### src/rtl/button_conditioner_pkg.sv
// ---------------------------------------------------------------------------
// button_conditioner_pkg
// Shared constants for the push-button front end of the up/down counter:
//   - SYNC_STAGES : depth of the metastability synchroniser on each raw input
//   - chan_state_t: state of one debounce channel
// Imported by button_debounce and button_conditioner.
// ---------------------------------------------------------------------------
package button_conditioner_pkg;

  localparam int SYNC_STAGES = 2;

  typedef enum logic [1:0] {
    IDLE         = 2'd0,
    PRESS_WAIT   = 2'd1,
    HELD         = 2'd2,
    RELEASE_WAIT = 2'd3
  } chan_state_t;

endpackage

### src/rtl/button_debounce.sv
// ---------------------------------------------------------------------------
// button_debounce
// One button channel: synchroniser, debounce FSM and optional auto-repeat
// timer. Emits a single-cycle registered event on each accepted press and on
// each auto-repeat tick while the button is held.
// Ports:
//   clk       in  system clock, rising edge
//   reset     in  asynchronous active-low reset
//   btn_raw   in  raw, asynchronous, possibly bouncing button level
//   btn_event out one-cycle press / repeat event
// ---------------------------------------------------------------------------
module button_debounce
  import button_conditioner_pkg::*;
#(
  parameter int DEBOUNCE_CYCLES = 4,
  parameter int REPEAT_DELAY    = 0,
  parameter int REPEAT_PERIOD   = 8,
  parameter int CNT_W           = 16
) (
  input  logic clk,
  input  logic reset,
  input  logic btn_raw,
  output logic btn_event
);

  // Counters compare against "limit - 1" because the cycle that sees the
  // counter at that value is the cycle in which the limit is reached.
  localparam logic [CNT_W-1:0] DEB_LAST    = CNT_W'(DEBOUNCE_CYCLES - 1);
  localparam logic [CNT_W-1:0] DELAY_LAST  = CNT_W'((REPEAT_DELAY > 0) ? REPEAT_DELAY - 1 : 0);
  localparam logic [CNT_W-1:0] PERIOD_LAST = CNT_W'((REPEAT_PERIOD > 0) ? REPEAT_PERIOD - 1 : 0);
  localparam logic [CNT_W-1:0] CNT_MAX     = '1;
  localparam bit               REPEAT_EN   = (REPEAT_DELAY > 0);

  logic [SYNC_STAGES-1:0] sync_q;
  logic                   level;
  chan_state_t            state;
  logic [CNT_W-1:0]       deb_cnt;
  logic [CNT_W-1:0]       rep_cnt;
  logic                   rep_first;

  // Two-flop synchroniser; only the last stage is allowed to feed logic.
  always_ff @(posedge clk or negedge reset) begin
    if (!reset) begin
      sync_q <= '0;
    end else begin
      sync_q <= {sync_q[SYNC_STAGES-2:0], btn_raw};
    end
  end

  assign level = sync_q[SYNC_STAGES-1];

  // Channel FSM. A level change is accepted only after it has been seen
  // continuously; the repeat timer restarts every time HELD is (re)entered,
  // and rep_first selects the initial delay versus the steady period.
  // Counters saturate so a stuck button can never wrap them.
  always_ff @(posedge clk or negedge reset) begin
    if (!reset) begin
      state     <= IDLE;
      deb_cnt   <= '0;
      rep_cnt   <= '0;
      rep_first <= 1'b1;
      btn_event <= 1'b0;
    end else begin
      btn_event <= 1'b0;
      unique case (state)
        IDLE: begin
          if (level) begin
            state   <= PRESS_WAIT;
            deb_cnt <= '0;
          end
        end
        PRESS_WAIT: begin
          if (!level) begin
            state <= IDLE;
          end else if (deb_cnt >= DEB_LAST) begin
            state     <= HELD;
            btn_event <= 1'b1;
            rep_cnt   <= '0;
            rep_first <= 1'b1;
          end else if (deb_cnt != CNT_MAX) begin
            deb_cnt <= deb_cnt + 1'b1;
          end
        end
        HELD: begin
          if (!level) begin
            state   <= RELEASE_WAIT;
            deb_cnt <= '0;
          end else if (REPEAT_EN) begin
            if (rep_cnt >= (rep_first ? DELAY_LAST : PERIOD_LAST)) begin
              btn_event <= 1'b1;
              rep_cnt   <= '0;
              rep_first <= 1'b0;
            end else if (rep_cnt != CNT_MAX) begin
              rep_cnt <= rep_cnt + 1'b1;
            end
          end
        end
        RELEASE_WAIT: begin
          if (level) begin
            state     <= HELD;
            rep_cnt   <= '0;
            rep_first <= 1'b1;
          end else if (deb_cnt >= DEB_LAST) begin
            state <= IDLE;
          end else if (deb_cnt != CNT_MAX) begin
            deb_cnt <= deb_cnt + 1'b1;
          end
        end
        default: begin
          state <= IDLE;
        end
      endcase
    end
  end

endmodule

### src/rtl/button_conditioner.sv
// ---------------------------------------------------------------------------
// button_conditioner
// Front end of the up/down counter: debounces the up and down buttons, holds
// one pending command per direction and issues single-cycle u / d commands
// whenever the counter FSM reports ready.
// Ports:
//   clk      in  system clock, rising edge
//   reset    in  asynchronous active-low reset
//   u_raw    in  raw up button
//   d_raw    in  raw down button
//   ready    in  counter FSM can accept a command this cycle
//   u        out one-cycle increment command
//   d        out one-cycle decrement command
//   conflict out one-cycle flag: up and down events cancelled each other
//   dropped  out one-cycle flag: event lost because that direction was pending
// ---------------------------------------------------------------------------
module button_conditioner
  import button_conditioner_pkg::*;
#(
  parameter int DEBOUNCE_CYCLES = 4,
  parameter int REPEAT_DELAY    = 0,
  parameter int REPEAT_PERIOD   = 8,
  parameter int CNT_W           = 16
) (
  input  logic clk,
  input  logic reset,
  input  logic u_raw,
  input  logic d_raw,
  input  logic ready,
  output logic u,
  output logic d,
  output logic conflict,
  output logic dropped
);

  logic ev_u;
  logic ev_d;
  logic pend_u;
  logic pend_d;
  logic arr_u;
  logic arr_d;
  logic avail_u;
  logic avail_d;
  logic issue_u;
  logic issue_d;

  button_debounce #(
    .DEBOUNCE_CYCLES(DEBOUNCE_CYCLES),
    .REPEAT_DELAY   (REPEAT_DELAY),
    .REPEAT_PERIOD  (REPEAT_PERIOD),
    .CNT_W          (CNT_W)
  ) up_channel (
    .clk      (clk),
    .reset    (reset),
    .btn_raw  (u_raw),
    .btn_event(ev_u)
  );

  button_debounce #(
    .DEBOUNCE_CYCLES(DEBOUNCE_CYCLES),
    .REPEAT_DELAY   (REPEAT_DELAY),
    .REPEAT_PERIOD  (REPEAT_PERIOD),
    .CNT_W          (CNT_W)
  ) down_channel (
    .clk      (clk),
    .reset    (reset),
    .btn_raw  (d_raw),
    .btn_event(ev_d)
  );

  // A simultaneous up/down pair cancels out. A surviving event is visible in
  // the same cycle it arrives (avail_*), so a press with the FSM ready is
  // issued without first sitting a cycle in the pending bit. Up wins when
  // both directions are available.
  always_comb begin
    arr_u   = ev_u & ~ev_d;
    arr_d   = ev_d & ~ev_u;
    avail_u = pend_u | arr_u;
    avail_d = pend_d | arr_d;
    issue_u = ready & avail_u;
    issue_d = ready & ~avail_u & avail_d;
  end

  // Pending bits and registered outputs. When a pending command is issued in
  // the same cycle a new event arrives, the new event takes its place;
  // otherwise an event landing on a set bit is lost and flagged.
  always_ff @(posedge clk or negedge reset) begin
    if (!reset) begin
      pend_u   <= 1'b0;
      pend_d   <= 1'b0;
      u        <= 1'b0;
      d        <= 1'b0;
      conflict <= 1'b0;
      dropped  <= 1'b0;
    end else begin
      pend_u   <= issue_u ? (pend_u & arr_u) : avail_u;
      pend_d   <= issue_d ? (pend_d & arr_d) : avail_d;
      u        <= issue_u;
      d        <= issue_d;
      conflict <= ev_u & ev_d;
      dropped  <= (arr_u & pend_u & ~issue_u) | (arr_d & pend_d & ~issue_d);
    end
  end

endmodule
### config.mk
export PLATFORM = sky130hd
export DESIGN_NAME = button_conditioner
export DESIGN_NICKNAME = d
export VERILOG_FILES = /design/src/rtl/button_conditioner_pkg.sv /design/src/rtl/button_debounce.sv /design/src/rtl/button_conditioner.sv
export SDC_FILE = /design/constraint.sdc
export NUM_CORES = 1
export LEC_CHECK = 0
export CAP_MARGIN = 20
export CELL_PAD_IN_SITES_DETAIL_PLACEMENT = 0
export CELL_PAD_IN_SITES_GLOBAL_PLACEMENT = 1
export CORE_ASPECT_RATIO = 0.75
export CORE_MARGIN = 4
export CORE_UTILIZATION = 51
export CTS_CLUSTER_SIZE = 25
export DETAILED_ROUTE_END_ITERATION = 8
export PLACE_DENSITY = 0.84
export SETUP_SLACK_MARGIN = 0.02
export SLEW_MARGIN = 20
export SYNTH_ARGS = -nofsm -noshare
export SYNTH_HDL_FRONTEND = slang
export SYNTH_SLANG_ARGS = --single-unit
### constraint.sdc
create_clock -name clk -period 5.55 [get_ports clk]
set_input_delay 0.555 -clock clk [delete_from_list [all_inputs] [get_ports clk]]
set_output_delay 0.555 -clock clk [all_outputs]
set_load 0.01 [all_outputs]
==> results of run 1 <==
[report_power, final]
group	switching [mW]	internal [mW]	leakage [nW]	total, mW
Clock	0.105	0.0993	0.0510	0.205
Combinational	0.0813	0.0592	0.280	0.141
Sequential	0.0250	0.382	0.648	0.407
Total	0.212	0.541	0.979	0.752
[cell type report]
class | instances | area [sq um] | area share, %
multi-input combinational | 77 | 532 | 27.1
inverter | 3 | 11.3 | 0.573
clock inverter | 2 | 10.0 | 0.510
tap | 40 | 50.0 | 2.55
timing repair buffer | 8 | 77.6 | 3.95
clock buffer | 6 | 82.6 | 4.20
sequential | 48 | 1200 | 61.1
[worst paths after layout]
kind | startpoint | to | slack [ns] | depth (start not counted)
max in group asynchronous | reset | down_channel.state[0] | 4.91 | 1
worst max-delay path | up_channel.deb_cnt[0] | register | 3.52 | 4
min in group clk | down_channel.sync_q[0] | down_channel.sync_q[1] | 0.36 | 0
worst min register to register | down_channel.sync_q[0] | down_channel.sync_q[1] | 0.36 | 0
worst min-delay path | reset | up_channel.deb_cnt[6] | 0.25 | 1
worst max register to register | up_channel.deb_cnt[0] | register | 3.52 | 4
[kinds of logic after synthesis]
family,share of synthesized area [%]
AO/OA/AOI/OAI,5.50
XOR/XNOR,1.00
adder cells (fa/ha/maj),1.43
buffers and inverters,1.07
flip-flops,68.6
multiplexers,2.14
AND/OR/NAND/NOR,20.3
[state kept, by name (all words and copies together), names as in the netlist, named ones only]
signal	cells
conflict	1
d	1
down_channel.btn_event	1
down_channel.deb_cnt	16
down_channel.state	1
down_channel.sync_q	2
dropped	1
pend_d	1
pend_u	1
u	1
up_channel.btn_event	1
up_channel.deb_cnt	16
up_channel.state	1
up_channel.sync_q	2
[stage by stage]
step                utilization, %  worst slack (ns)  instance area [sq um]  hold WS [ns]
floorplan                        -              3.57                   1750         0.259
global placement              56.8              3.53                   1870         0.332
detailed placement            56.8              3.52                   1870         0.339
CTS                           59.7              3.51                   1960         0.358
global route                  59.7              3.43                   1960         0.296
finish                        59.7              3.52                   1960         0.247
[synth_stat cells (2+ instances only)]
cell type	instances
o21ai_0	3
nor3_1	2
or4_4	2
a21oi_1	4
inv_1	3
nor2_1	6
dfrtp_1	48
clkbuf_1	2
nand2_1	3
nor2b_1	32
nor3b_1	2
mux2_2	2
nor4_1	3
ha_1	2
[worst max-delay path, cell delays in order (launching register included)]
cell and delay (ns):
dfrtp_1 0.40, ha_1 0.19, or4_1 0.58, o41ai_4 0.38, mux2_2 0.37
[metal layers]
| metal | vias to the layer above | share of wire, % | track usage [%] |
|---|---|---|---|
| li1 | 459 | - | - |
| met4 | 0 | 1.5 | 5.99 |
| met3 | 4 | 4.6 | 4.78 |
| met5 | - | 0 | 0 |
| met1 | 464 | 51 | 18.1 |
| met2 | 13 | 43 | 17.8 |
==> impl_metrics.tcl, run 1 <==
set metrics [dict create \
    finalClockSkew_ns 0.00505 \
    drt_iter0_drc 38 \
    final_antenna_net_count 0 \
    nets 150 \
    syn_to_final_growth_pct 12.1 \
    vias_per_cell 5.11 \
    synth_area_sq_um 1750 \
    finalSetupViolations 0 \
    cp_max_fo 3 \
    slew_headroom_pct 38.1 \
    setup_tns_ns 0 \
    crit_arrival_ns 2.21 \
    avgRoutedWirePerCell_microns 13.1 \
    layout_commonest_cell "dfrtp_1" \
    drtPass1Iterations 3 \
    ys.flop_type "dfrtp_1" \
    p_leak_nw 0.979 \
    hold_viol 0 \
    cts_buffer_depth 2 \
    h-tree-depth 2 \
    async_flop_share_pct 100 \
    final_cell_mix "dfrtp_1, nor2b_1, clkdlybuf4s50_1" \
    avgSynthCellArea_sq_um 13.5 \
    critPathCaptureType "register" \
    power-per-cell-area_nw_per_um2 383 \
    antenna_cells 0 \
    post_cts_resized 0 \
    ioPinCount 9 \
    hp-class "input pin to asynchronous set/reset pin" \
    ys_seq_elements 48 \
    crit_required_ns 5.73 \
    clk_latency_ns 0.29 \
    initial_utilization_pct 53.3 \
    synthCells 130 \
    p_total_mw 0.752 \
    grt_first_pass_wirelength_microns 4060 \
    antenna_found_initial 0 \
    ys_seq_area_share_pct 68.6 \
    portBuffers 8 \
    synth_warnings 0 \
    final_cells 184 \
    final_max_slew_viol_count 0 \
    track_usage_pct 12.9 \
    dpl.hpwl_microns 1650 \
    synth_fp_nets 137 \
    yosys.area.top_type "dfrtp_1" \
    grt_start_max_net_pins 49 \
    ys_types 30 \
    fillers 256 \
    cts_setup_buffers 0 \
    cts_tree "yes" \
    dieHeight_microns 58.8 \
    drc 0 \
    clkSinkCount 48 \
    die_w_microns 75.7 \
    synth_area_leaders "dfrtp_1, nor2b_1, o41ai_4" \
    ir_worst_vdd_mv 0.209 \
    grt-ovfl-total 0 \
    fmax_mhz 493 \
    cts-hold-fix-buffers 0 \
    grt_setup_unrepaired "no" \
    placed_cells 176 \
    clk_pin_slew_ns 0.08 \
    period_share_pct 36.6 \
    crit_type "register to register" \
    grt_pass1_vias 918 \
    drt_wl_total_microns 2410 \
    gp_congestion 0.749 \
    status "completed" \
    die_area_sq_um 4450 \
    max_cap_viol_count 0 \
    cts_root_buf "clkbuf_8" \
    vias 940 \
    yosysTopAreaCellShare_pct 68.6 \
    drive_gt1_share_pct 11.1 \
    worst_pin_slew_ns 0.926 \
    synth_edf_count 0 \
    crit_path_start_kind "register" \
    core_sq_um 3290 \
    numCtsBuffers 5 \
    fin_crit_ns 2.03 \
    std_cell_rows 18 \
]
No activity file was read; power rests on OpenSTA's default activity.
==> run 2, diff against run 1 <==
--- a/config.mk
+++ b/config.mk
@@ -10,10 +10,10 @@
 export CELL_PAD_IN_SITES_GLOBAL_PLACEMENT = 1
 export CORE_ASPECT_RATIO = 0.75
 export CORE_MARGIN = 4
-export CORE_UTILIZATION = 51
+export CORE_UTILIZATION = 48
 export CTS_CLUSTER_SIZE = 25
 export DETAILED_ROUTE_END_ITERATION = 8
-export PLACE_DENSITY = 0.84
+export PLACE_DENSITY = 0.8
 export SETUP_SLACK_MARGIN = 0.02
 export SLEW_MARGIN = 20
 export SYNTH_ARGS = -nofsm -noshare
==> constraint.sdc (replaced) <==
create_clock -name clk -period 2.04 [get_ports clk]
set_input_delay 0.204 -clock clk [delete_from_list [all_inputs] [get_ports clk]]
set_output_delay 0.204 -clock clk [all_outputs]
set_load 0.01 [all_outputs]
==> impl_metrics.tcl, run 2 (synthesis gave the netlist of run 1 again) <==
set metrics [dict create \
    vias_per_cell 4.88 \
    dieHeight_microns 60.3 \
    fmax_mhz 516 \
    top_regs "down_channel.deb_cnt x16, up_channel.deb_cnt x16" \
    drive_gt1_share_pct 13.5 \
    worst_pin_slew_ns 0.889 \
    p_leak_nw 1.01 \
    ir_worst_vdd_mv 0.710 \
    placed_area_sq_um 1900 \
    core_sq_um 3400 \
    status "completed" \
    clk_pin_slew_ns 0.08 \
    dpl.hpwl_microns 1840 \
    hold_viol 0 \
    crit_required_ns 2.22 \
    grt-ovfl-total 0 \
    highest_layer "met4" \
    drtPass1Iterations 4 \
    p_total_mw 2.26 \
    cts_root_buf "clkbuf_8" \
    antenna_cells 0 \
    drt_wl_total_microns 2630 \
    critPathCaptureType "register" \
    cts_buffer_depth 2 \
    power-per-cell-area_nw_per_um2 1110 \
    final_antenna_net_count 0 \
    final_area_sq_um 2040 \
    fin_util_pct 60.1 \
    drt_iter0_drc 61 \
    wl_met1_microns 1370 \
    die_w_microns 77.8 \
    clkSinkCount 48 \
    finalSetupViolations 0 \
    clk_latency_ns 0.30 \
    final_cell_mix "dfrtp_1, nor2b_1, clkbuf_8, clkdlybuf4s50_1, nor2_1" \
    h-tree-depth 2 \
    numCtsBuffers 5 \
    avgRoutedWirePerCell_microns 13.3 \
    std_cell_rows 18 \
    cp_max_fo 3 \
    finalClockSkew_ns 0.00892 \
    nets 154 \
    grt_first_pass_wirelength_microns 4530 \
    met3WireLength_microns 109 \
    hp-class "input pin to asynchronous set/reset pin" \
    crit_path_start_kind "register" \
    max_cap_viol_count 0 \
    grt_setup_unrepaired "no" \
    gp_congestion 0.768 \
    cts_tree "yes" \
    antenna_found_initial 0 \
    track_usage_pct 13.0 \
    initial_utilization_pct 51.5 \
    grt_pass1_vias 931 \
    die_area_sq_um 4690 \
    portBuffers 8 \
    ioPinCount 9 \
    met2_wirelength_microns 1110 \
    slew_headroom_pct 40.5 \
    crit_arrival_ns 2.12 \
    vias 966 \
    final_max_slew_viol_count 0 \
    syn_to_final_growth_pct 16.7 \
    grt_start_max_net_pins 35 \
    crit_type "register to register" \
    drc 0 \
    layout_commonest_cell "dfrtp_1" \
    period_share_pct 95.0 \
    fin_crit_ns 1.94 \
]
==> run 2: cell count changes in the layout (fill, tap and decap cells not counted) <==
cell,before,now
buf_2,0,1
buf_4,1,3
bufinv_16,0,1
clkbuf_8,6,7
clkinv_2,2,0
dlygate4sd3_1,0,1
or4_1,1,0
or4_4,2,3
==> run 2: final timing paths <==
path,start,endpoint,slack [ns],cells after the start
setup / recovery,up_channel.deb_cnt[1],up_channel.deb_cnt[0],0.10,5
hold / removal,reset,up_channel.deb_cnt[10],0.32,2
setup reg to reg,up_channel.deb_cnt[1],up_channel.deb_cnt[0],0.10,5
hold reg to reg,up_channel.sync_q[0],up_channel.sync_q[1],0.35,0
max in group asynchronous,reset,up_channel.sync_q[0],0.99,3
min in group clk,d_raw,down_channel.sync_q[0],0.33,1
==> run 2: layout make-up <==
cell class / instances / area, sq um
Fill cell: 272 / 1360
Sequential cell: 48 / 1200
Multi-Input combinational cell: 77 / 536
Timing Repair Buffer: 12 / 108
Clock buffer: 7 / 96.3
Tap cell: 50 / 62.6
Clock inverter: 1 / 30.0
Inverter: 3 / 11.3
==> run 2: timing repair <==
action	in CTS	in global routing
pin swaps	1	3
hold buffers	1	0
hold endpoints to repair	14	0
setup endpoints to repair	3	1
resized for setup	0	1
setup buffers	0	0
==> run 2: per-stage QoR <==
step           TNS (ns)  std cells  setup slack [ns]  hold slack, ns
2_1_floorplan         0        130            0.0615         -0.0916
3_3_place_gp          0        189            0.0475           0.107
3_5_place_dp   -0.00491        189          -0.00491           0.115
4_1_cts               0        198            0.0575           0.330
5_1_grt               0        198            0.0458           0.322
6_report              0        198             0.102           0.323
==> run 2: worst max-delay path, cell delays in order (launching register included) <==
cell and delay [ns]:
dfrtp_1 0.40, ha_1 0.18, or4_4 0.44, o41ai_4 0.41, nand2_2 0.12, mux2_4 0.27
==> run 2: power by group <==
group / internal, mW / total (mW) / switching (mW)
Clock: 0.432 / 0.728 / 0.296
Sequential: 1.04 / 1.10 / 0.0646
Combinational: 0.189 / 0.430 / 0.242
==> run 2: layer usage <==
| metal | track usage [%] | vias up |
|---|---|---|
| met1 | 18.7 | 473 |
| li1 | - | 471 |
| met4 | 5.33 | 0 |
| met2 | 18.7 | 17 |
| met5 | 0 | - |
| met3 | 4.07 | 5 |
==> run 3, diff against run 2 <==
==> constraint.sdc (replaced) <==
create_clock -name clk -period 2.04 [get_ports clk]
set_input_delay 0.204 -clock clk [delete_from_list [all_inputs] [get_ports clk]]
set_output_delay 0.204 -clock clk [all_outputs]
set_load 0.1 [all_outputs]
==> impl_metrics.tcl, run 3 (synthesis gave the netlist of run 1 again) <==
set metrics [dict create \
    finalClockSkew_ns 0.00624 \
    antenna_cells 0 \
    pwr-share-clk_pct 24.5 \
    drtPass1Iterations 4 \
    gp_congestion 0.747 \
    hp-class "input pin to register" \
    final_antenna_net_count 0 \
    dp_slack_ns -0.0131 \
    grt_first_pass_wirelength_microns 4550 \
    cts_tree "yes" \
    slew_headroom_pct 39.0 \
    track_usage_pct 13.0 \
    hold_viol 0 \
    power-per-cell-area_nw_per_um2 1020 \
    crit_type "register to register" \
    crit_path_start_kind "register" \
    syn_to_final_growth_pct 14.5 \
    crit_arrival_ns 2.11 \
    dpl.hpwl_microns 1690 \
    grt_start_max_net_pins 49 \
    switching_power_mw 0.587 \
    r2r_cells 4 \
    die_area_sq_um 4690 \
    avgRoutedWirePerCell_microns 12.6 \
    nets 155 \
    dieHeight_microns 60.3 \
    cts_root_buf "clkbuf_8" \
    clkSinkCount 48 \
    fmax_mhz 515 \
    vias 960 \
    final_cell_mix "dfrtp_1, nor2b_1, buf_4" \
    p_int_mw 1.47 \
    crit_start "up_channel.deb_cnt[0]" \
    drive_gt1_share_pct 15.5 \
    grt_pass1_vias 928 \
    finalSetupViolations 0 \
    numCtsBuffers 5 \
    p_sw_share_pct 28.6 \
    core_sq_um 3400 \
    cts_buffer_depth 2 \
    max_cap_viol_count 0 \
    p_leak_nw 1.00 \
    die_w_microns 77.8 \
    seq_power_share_pct 53.8 \
    final_max_slew_viol_count 0 \
    p_total_mw 2.05 \
    grt_setup_unrepaired "no" \
    layout_commonest_cell "dfrtp_1" \
    worst_pin_slew_ns 0.911 \
    fin_util_pct 59.0 \
    std_cell_rows 18 \
    final.setup.worst_slack_ns 0.0979 \
    portBuffers 8 \
    clk_pin_slew_ns 0.07 \
    timing.rr.start "up_channel.deb_cnt[0]" \
    initial_utilization_pct 51.5 \
    top_regs "down_channel.deb_cnt x16, up_channel.deb_cnt x16" \
    drc 0 \
    drt_iter0_drc 29 \
    cp_max_fo 3 \
    crit_required_ns 2.21 \
    pwr-share-comb_pct 21.7 \
    period_share_pct 95.2 \
    h-tree-depth 2 \
    drt_wl_total_microns 2500 \
    whs_ns 0.351 \
    final_cells 198 \
    ir_worst_vdd_mv 0.646 \
    vias_per_cell 4.85 \
    critPathCaptureType "register" \
    ioPinCount 9 \
    placed_cells 189 \
    rrSetupSlack_ns 0.1 \
    antenna_found_initial 0 \
    status "completed" \
    clk_latency_ns 0.28 \
    grt-ovfl-total 0 \
    fin_crit_ns 1.94 \
]
-- run 3: cell count changes in the layout (fill, tap and decap cells not counted), sizes merged --
cell and change:
buf +5, clkinv +1, clkbuf -1, bufinv -1, clkdlybuf4s50 -4
-- run 3: worst max-delay path, cell delays in order, from the launching register on --
cell	delay, ns
dfrtp_1	0.39
ha_1	0.21
or4_4	0.45
o41ai_4	0.42
mux2_2	0.37
-- run 3: power by group through the flow --
stage                     sequential (mW)  combinational, mW  clock [mW]
after global placement               1.12              0.428           0
after floorplan                      1.13              0.300           0
final                                1.10              0.445       0.504
after global routing                 1.12              0.503       0.577
after CTS                            1.10              0.447       0.531
after detailed placement             1.12              0.442           0
-- run 3: area by class of cell --
class / count / area (sq um)
inverter: 3 / 11.3
sequential: 48 / 1200
timing repair buffer: 13 / 118
multi-input combinational: 77 / 536
fill: 269 / 1400
tap: 50 / 62.6
clock inverter: 1 / 5.00
clock buffer: 6 / 72.6
-- run 3: routing by layer --
metal	vias to the layer above	global-route usage (%)	share of wire, %
met1	469	18.6	54
met2	16	17.9	40
met3	4	4.22	4.6
met4	0	6.09	1.2
met5	-	0	0
li1	471	-	-
-- run 3: through the flow --
stage               cell area (sq um)  TNS, ns
finish                           2010        0
global route                     2010        0
CTS                              1990        0
detailed placement               1910  -0.0159
global placement                 1910        0
floorplan                        1750        0
-- run 3: how the worst min path moves through the flow --
stage	startpoint	to	slack [ns]	cells after the start
floorplan	reset	asynchronous set/reset pin	-0.09	0
global placement	reset	up_channel.deb_cnt[8]	0.20	2
detailed placement	reset	up_channel.deb_cnt[8]	0.20	2
CTS	u_raw	up_channel.sync_q[0]	0.34	1
global route	d_raw	down_channel.sync_q[0]	0.33	1
finish	u_raw	up_channel.sync_q[0]	0.35	1
-- run 3: what timing repair did --
item / in CTS / in global routing
gates resized for setup: 0 / 1
pin swaps: 1 / 3
endpoints found under the setup margin: 3 / 3
hold buffers: 1 / 0
buffers inserted: 0 / 1
hold endpoints to repair: 48 / 0
